$ cat src/rtl/tff_count_ctrl_pkg.sv
// Shared types for the T-FF counter sequencer: FSM state encoding and default width.
package tff_count_ctrl_pkg;

  typedef enum logic [1:0] {
    S_IDLE = 2'd0,
    S_LOAD = 2'd1,
    S_RUN  = 2'd2,
    S_DONE = 2'd3
  } state_e;

  localparam int DEF_WIDTH = 4;

endpackage

$ cat src/rtl/tff_count_ctrl_if.sv
// Start/done handshake and count bus between a requester and the T-FF counter sequencer.
interface tff_count_ctrl_if #(parameter int WIDTH = tff_count_ctrl_pkg::DEF_WIDTH);
  logic             start;
  logic             up;
  logic [WIDTH-1:0] limit;
  logic             hold;
  logic             abort;
  logic [WIDTH-1:0] count;
  logic             busy;
  logic             done;

  modport master (output start, up, limit, hold, abort, input count, busy, done);
  modport slave  (input start, up, limit, hold, abort, output count, busy, done);
endinterface

$ cat src/rtl/tff_count_ctrl_cell.sv
// Single toggle flip-flop: q flips on every edge where t is high, async clear to 0.
module tff_cell (
  input  logic t,
  input  logic clk,
  input  logic reset,
  output logic q
);

  always_ff @(posedge clk or posedge reset)
    if (reset) q <= 1'b0;
    else       q <= q ^ t;

endmodule

$ cat src/rtl/tff_count_ctrl.sv
// Programmable up/down counter built from a bank of T-FF cells; the FSM here only
// computes the per-cell toggle vector, the cells themselves hold the count.
module tff_count_ctrl
  import tff_count_ctrl_pkg::*;
#(
  parameter int WIDTH = DEF_WIDTH
) (
  input  logic            clk,
  input  logic            reset,
  tff_count_ctrl_if.slave bus
);

  state_e           state;
  logic             up_r;
  logic [WIDTH-1:0] limit_r;
  logic             busy_r, done_r;
  logic [WIDTH-1:0] q, t_vec, step, init, endv;
  logic             at_end;

  assign init   = up_r ? '0 : limit_r;
  assign endv   = up_r ? limit_r : '0;
  assign at_end = (q == endv);

  // Bit i toggles when all lower bits are 1 (up) or all 0 (down).
  assign step[0] = 1'b1;
  for (genvar i = 1; i < WIDTH; i++) begin : g_step
    assign step[i] = up_r ? &q[i-1:0] : &(~q[i-1:0]);
  end

  always_comb begin
    t_vec = '0;
    if (state == S_LOAD && !bus.abort)
      t_vec = q ^ init;
    else if (state == S_RUN && !bus.abort && !at_end && !bus.hold)
      t_vec = step;
  end

  for (genvar i = 0; i < WIDTH; i++) begin : g_cell
    tff_cell u_cell (
      .t     (t_vec[i]),
      .clk   (clk),
      .reset (reset),
      .q     (q[i])
    );
  end

  always_ff @(posedge clk or posedge reset)
    if (reset) begin
      state   <= S_IDLE;
      up_r    <= 1'b0;
      limit_r <= '0;
      busy_r  <= 1'b0;
      done_r  <= 1'b0;
    end else begin
      case (state)
        S_IDLE: begin
          done_r <= 1'b0;
          if (bus.start) begin
            up_r    <= bus.up;
            limit_r <= bus.limit;
            state   <= S_LOAD;
            busy_r  <= 1'b1;
          end
        end
        S_LOAD: begin
          state  <= bus.abort ? S_IDLE : S_RUN;
          busy_r <= !bus.abort;
        end
        S_RUN: begin
          // Abort outranks the terminal test; terminal outranks hold.
          if (bus.abort) begin
            state  <= S_IDLE;
            busy_r <= 1'b0;
          end else if (at_end) begin
            state  <= S_DONE;
            busy_r <= 1'b0;
            done_r <= 1'b1;
          end
        end
        S_DONE: begin
          state  <= S_IDLE;
          done_r <= 1'b0;
        end
        default: begin
          state  <= S_IDLE;
          busy_r <= 1'b0;
          done_r <= 1'b0;
        end
      endcase
    end

  assign bus.count = q;
  assign bus.busy  = busy_r;
  assign bus.done  = done_r;

endmodule
$ cat src/flat_wrapper.sv
// flat-port wrapper written by rule: the top's interface ports become plain ports
module tff_count_ctrl_flat import tff_count_ctrl_pkg::*;
#(
  parameter int WIDTH = DEF_WIDTH
)
  (clk, reset, bus_start, bus_up, bus_limit, bus_hold, bus_abort, bus_count, bus_busy, bus_done);
  tff_count_ctrl_if #(.WIDTH(WIDTH)) bus_i ();
  input  logic clk;
  input  logic reset;
  input wire logic [$bits(bus_i.start)-1:0] bus_start;
  input wire logic [$bits(bus_i.up)-1:0] bus_up;
  input wire logic [$bits(bus_i.limit)-1:0] bus_limit;
  input wire logic [$bits(bus_i.hold)-1:0] bus_hold;
  input wire logic [$bits(bus_i.abort)-1:0] bus_abort;
  output wire logic [$bits(bus_i.count)-1:0] bus_count;
  output wire logic [$bits(bus_i.busy)-1:0] bus_busy;
  output wire logic [$bits(bus_i.done)-1:0] bus_done;
  assign bus_i.start = bus_start;
  assign bus_i.up = bus_up;
  assign bus_i.limit = bus_limit;
  assign bus_i.hold = bus_hold;
  assign bus_i.abort = bus_abort;
  assign bus_count = bus_i.count;
  assign bus_busy = bus_i.busy;
  assign bus_done = bus_i.done;
  tff_count_ctrl #(.WIDTH(WIDTH)) u_core (.clk(clk), .reset(reset), .bus(bus_i));
endmodule
$ cat config.mk
export PLATFORM = sky130hd
export DESIGN_NAME = tff_count_ctrl_flat
export DESIGN_NICKNAME = d
export VERILOG_FILES = /design/src/rtl/tff_count_ctrl_pkg.sv /design/src/rtl/tff_count_ctrl_if.sv /design/src/rtl/tff_count_ctrl_cell.sv /design/src/rtl/tff_count_ctrl.sv /design/src/flat_wrapper.sv
export SDC_FILE = /design/constraint.sdc
export NUM_CORES = 1
export LEC_CHECK = 0
export ABC_AREA = 1
export ABC_CLOCK_PERIOD_IN_PS = 3000
export BUFFER_PORTS_ARGS = -buffer_cell sky130_fd_sc_hd__buf_2
export CORE_ASPECT_RATIO = 1.1
export CORE_MARGIN = 2
export CORE_UTILIZATION = 40
export CTS_CLUSTER_DIAMETER = 50
export DETAILED_ROUTE_END_ITERATION = 8
export PLACE_DENSITY = 0.58
export SETUP_SLACK_MARGIN = 0.1
export SLEW_MARGIN = 20
export SYNTH_ARGS = -nofsm -noshare
export SYNTH_HDL_FRONTEND = slang
export SYNTH_HIERARCHICAL = 1
export SYNTH_SLANG_ARGS = --single-unit
$ cat constraint.sdc
create_clock -name clk -period 3 [get_ports clk]
set_input_delay 0 -clock clk [delete_from_list [all_inputs] [get_ports clk]]
set_output_delay 0 -clock clk [all_outputs]
set_load 0.01 [all_outputs]
; ---- Word-level counts from Yosys, hierarchy flattened
; Cells that the tools add are included.
[totals]
register_bits = 13
inputBits = 10
output_inout_bits = 6
elab_cells = 63
[op_classes]
eq_ne = 8
n_mux = 19
n_bitwise = 8
n_reduce_logical = 19
[op_table]
columns = op, count
row1 = 4-bit 2-to-1 mux, 4
row2 = 3-bit AND reduction, 4
row3 = 1-bit 2-to-1 mux, 8
row4 = 2-bit 2-to-1 mux, 4
row5 = 2-bit case mux with 4 select lines, 1
row6 = 2-bit AND reduction, 4
row7 = 2-bit == test (second input constant), 2
row8 = 4-bit == test, 1
row9 = 1-bit logical AND, 4
row10 = 2-bit != test (second input constant), 2
row11 = 1-bit XOR, 4
row12 = 4-bit XOR, 1
row13 = 1-bit logical NOT, 3
row14 = 3-bit by 2-bit != test with 1-bit output (second input constant), 1
row15 = 3-bit NOT, 1
row16 = 1-bit case mux with 3 select lines, 1
row17 = 3-bit nonzero test, 1
row18 = 2-bit by 1-bit == test with 1-bit output (second input constant), 1
row19 = 2-bit logical NOT, 1
row20 = 2-bit by 1-bit != test with 1-bit output (second input constant), 1
row21 = 2-bit NOT, 1
row22 = 1-bit case mux with 2 select lines, 1
row23 = 2-bit nonzero test, 1
row24 = 2-bit OR reduction, 1
row25 = 1-bit NOT, 1

; ---- Longest topological paths before layout
[logic_depth]
ltp_word = 8
mapped_depth = 11
depth_no_buf = 11

; ---- Cells and area by module
; The synthesis kept the hierarchy.
[modules_own_cells]
columns = module, instances, cells_per_inst, area_per_inst_um2, seq_area_each_um2
row1 = tff_count_ctrl, 1, 105, 744.5, 225.2
row2 = tff_cell, 4, 7, 47.5, 25.0

; ---- Least setup slack after synthesis
; OpenSTA, ideal clock, no wires.
[synth_timing]
path_kind = register to register
start = register u_core.state[0]
end = register u_core.g_cell[2].u_cell.q
setup_ns = 0.117
arrival_time_ns = 1.428
t_required_ns = 2.883
setup_slack_ns = 1.455
stages_incl_launch_ff = 10
n_path_buf = 0
period_less_slack_ns = 1.545
cell_sequence = dfrtp_1 inv_1 ha_1 inv_1 nor2_1 nand3_1 o21ai_1 inv_1 nand2_1 nand2_1
[synth_between]
elab_chain_len = 7
elab_cells_between_ends = 9
classes_between = 2 x eq/ne / 2 x mux / 1 x bitwise / 4 x reduce/logical
[synth_rtl]
columns = item, line_no
row1 = from (decl), tff_count_ctrl.sv:13  ; state_e state;
row2 = from (signal assigned), tff_count_ctrl.sv:66  ; state <= bus.abort ? S_IDLE : S_RUN;
row3 = 2-bit == test, tff_count_ctrl.sv:34  ; else if (state == S_RUN && !bus.abort && !at_end && !bus.hold)
row4 = 1-bit logical AND (3 in a row), tff_count_ctrl.sv:34
row5 = 4-bit 2-to-1 mux, tff_count_ctrl.sv:34
row6 = 4-bit 2-to-1 mux *, tff_count_ctrl.sv:32  ; if (state == S_LOAD && !bus.abort)
row7 = net u_core.t_vec[2], tff_count_ctrl.sv:17  ; logic [WIDTH-1:0] q, t_vec, step, init, endv;
row8 = 1-bit XOR *, tff_count_ctrl_cell.sv:11  ; else q <= q ^ t;
row9 = to (signal assigned), tff_count_ctrl_cell.sv:11
row10 = to (decl), tff_count_ctrl_cell.sv:6  ; output logic q
; Mark *: on every way through the listed nets, which the timed path passes. The rest lies on a longest branch.
; A chain may end at the register's enable or synchronous reset.

; ---- Worst setup path in the final report
; Same ends and word-level chain as after synthesis.

==> results.cfg <==
[pwr]
p_leak_nw = 0.606
p_per_area_nw_per_um2 = 972
ir_drop_uv = 538

[route]
firstDrtPassIters = 4
vias_per_cell = 4.53
wirelength_um = 1790
drtAntennaViolNets = 0
drc = 0
dr_total_vias = 847
drt_iter0_drc = 31
routedWlPerCell_um = 9.56

[worst_setup_path]
regToRegSetupSlack_ns = 1.24
worst-path-buf-inv = 3
crit_path_end_kind = register
r2r-start = u_core/state[0]
cp_slowest_cell = dfrtp_1
cp_top_family = simple AND/OR/NAND/NOR gates
required_ns = 3.17
arrival_ns = 1.93
cp_common_cell = inv_1
start_kind = register
cpPeakStageDelay_ns = 0.43
worstReg2RegEnd = u_core/g_cell[2].u_cell/q
path_class = register to register
rr_worst_depth = 9
cp_max_fo = 5
crit_chain = inv_1 -> ha_1 -> inv_1 -> nor2_1 -> nand3_1 -> o21ai_1 -> inv_1 -> nand2_1 -> nand2_1

[placement]
place_congestion = 0.758
pre_cts_slack_ns = 1.25
placed_cells = 177
dp.final_hpwl_um = 1410
portBuffers = 15

[yosys]
synth_area_um2 = 935
syn_nets = 149
ys.flop_type = dfrtp_1
yosys_register_bits = 13
ys_top_cells_by_area = dfrtp_1, nand2_1, inv_1
syn_avg_cell_area_um2 = 7.03
async_reset_ff_share_pct = 100
synthCells = 133
synth-seq-area-share_pct = 34.8
synth_warnings = 6
synth.distinct_cells = 20
synth_top_area_share_pct = 34.8
synth_edf_count = 0
synth_area_leader_cell = dfrtp_1

[clocking]
cts_resized = 0
clk_latency_ns = 0.27
hold_buffers = 6
cts_inserted_buffers = 3
post_cts_buffers = 0
h-tree-depth = 1
clk_path_buf_depth = 2
clk_transition_reported_paths_ns = 0.08
clockRootBuffer = clkbuf_4
cts_num_sinks = 13
cts_tree = built

[sta]
fin_crit_sh_pct = 58.8
worstMarginPinSlew_ns = 0.376
finalHoldViolations = 0
finalSetupTns_ns = 0
postLayoutSetupSlackWorst_ns = 1.24
fin_skew_ns = 0.00283
rsz0062_at_grt = false
max_freq_mhz = 567
slew_viol_final = 0
setup_viol = 0
maxSlewHeadroom_pct = 74.9
finalCriticalPeriod_ns = 1.76

[die]
fp.dieW_um = 50.1
dieArea_um2 = 2740
ios = 16
initial_core_util_pct = 41.9
die_h_um = 54.7
rows = 18
coreArea_um2 = 2230

[finish]
nNetsFinal = 174
diodes = 0
instances_no_fill = 187
drive_gt1_share_pct = 18.5
fillers = 232
regArea_um2 = 325
multiInputGateArea_um2 = 500
area_growth_pct = 20.1

[global_routing]
grt_usage_pct = 15.2
grt_pass1_vias = 711
gr-total-overflow = 0
grt_pass1_wl_um = 3040
antenna_found_initial = 0
grt_max_degree = 12

[hold_path]
hold_start = bus_abort
hold_path_end = u_core/state[1]
hold_path_class = input pin to register
min_path_cells = 4

[outcome]
status = finished clean

[flow_run]
maxCapViolations = 0
==> cells in the final DEF (no fill, tap or decap) <==
| cell | n |
|---|---|
| inv_1 | 25 |
| nand2_4 | 2 |
| nand2_2 | 1 |
| mux2_2 | 4 |
| inv_2 | 1 |
| o211ai_1 | 1 |
| dlygate4sd3_1 | 6 |
| o21ai_1 | 3 |
| buf_2 | 15 |
| xnor2_1 | 1 |
| o21ai_2 | 2 |
| ha_1 | 6 |
| clkbuf_1 | 1 |
| nand2_1 | 44 |
| and2_1 | 1 |
| clkbuf_4 | 3 |
| a21oi_1 | 4 |
| nor2_1 | 10 |
| o21ai_0 | 4 |
| nand3_1 | 7 |
| nor2_2 | 1 |
| dfrtp_1 | 13 |
| nand4_1 | 2 |
==> cells in the mapped netlist, types with 2 or more instances <==
master and n:
ha_1 6, nand2_4 2, dfrtp_1 13, mux2_2 4, o21ai_1 3, nand4_1 2
o21ai_2 2, inv_1 25, nand3_1 7, a21oi_1 4, nand2_1 44, o21ai_0 4
nor2_1 10
==> power breakdown <==
group	internal (mW)	switching, mW	leakage [nW]
Combinational	0.257	0.345	0.434
Sequential	0.266	0.116	0.156
Clock	0.0515	0.0565	0.0150
Total	0.574	0.517	0.606
==> worst max-delay path by stage <==
stage	start	to	slack (ns)	cells after the start
3_3_place_gp	u_core/state[0]	u_core/g_cell[2].u_cell/q	1.36	9
2_1_floorplan	u_core/state[0]	u_core/g_cell[2].u_cell/q	1.45	9
3_5_place_dp	u_core/state[0]	u_core/g_cell[2].u_cell/q	1.25	9
4_1_cts	u_core/state[0]	u_core/g_cell[2].u_cell/q	1.23	9
5_1_grt	u_core/state[1]	u_core/g_cell[2].u_cell/q	1.08	11
6_report	u_core/state[0]	u_core/g_cell[2].u_cell/q	1.24	9
==> metrics by stage <==
step           util, %  cell area (um2)  total power, mW  hold WS [ns]
3_3_place_gp      46.5             1040            0.967        -0.124
6_report          50.3             1120             1.09        0.0512
2_1_floorplan        -              935            0.848        -0.271
4_1_cts           50.3             1120             1.10        0.0363
3_5_place_dp      46.5             1040            0.983        -0.121
5_1_grt           50.3             1120             1.23        0.0882
==> layout make-up <==
cell class,count,area share [%]
Tap cell,30,3.34
Clock buffer,4,2.34
Sequential cell,13,29.0
Multi-Input combinational cell,93,44.6
Inverter,26,8.70
Timing Repair Buffer,21,12.0
==> cells by family (layout without fill, tap and decap cells) <==
| family | after synthesis | count (layout) | share of synthesized area (%) |
|---|---|---|---|
| fa+ha+maj | 6 | 6 | 8.03 |
| buf+inv | 27 | 51 | 11.6 |
| simple gates | 68 | 68 | 31.2 |
| xor+xnor | 1 | 1 | 0.937 |
| mux | 4 | 4 | 4.82 |
| flops | 13 | 13 | 34.8 |
| compound gates | 14 | 14 | 8.57 |
==> metal layers <==
layer	routed length (um)	part of all wire (%)	GRT usage, %	vias to the layer above
met4	13	0.73	6.94	0
met5	0	0	0	-
met1	901	50	19.2	374
li1	-	-	-	456
met2	814	46	24.8	15
met3	58	3.2	3.55	2
==> flip-flops by register name, summed over array words and instances, names as in the netlist <==
| register | cells |
|---|---|
| u_core/g_cell.u_cell/q | 4 |
| u_core/limit_r | 4 |
| u_core/state | 2 |
| u_core/bus.busy | 1 |
| u_core/bus.done | 1 |
| u_core/up_r | 1 |
==> worst reg2reg max path, cell delays in order (launching register included) <==
cell and delay (ns):
dfrtp_1 0.43, inv_1 0.12, ha_1 0.20, inv_1 0.06
nor2_1 0.27, nand3_1 0.21, o21ai_1 0.20, inv_1 0.06
nand2_1 0.06, nand2_1 0.05
Note: power is estimated with default switching activity, not from simulation.
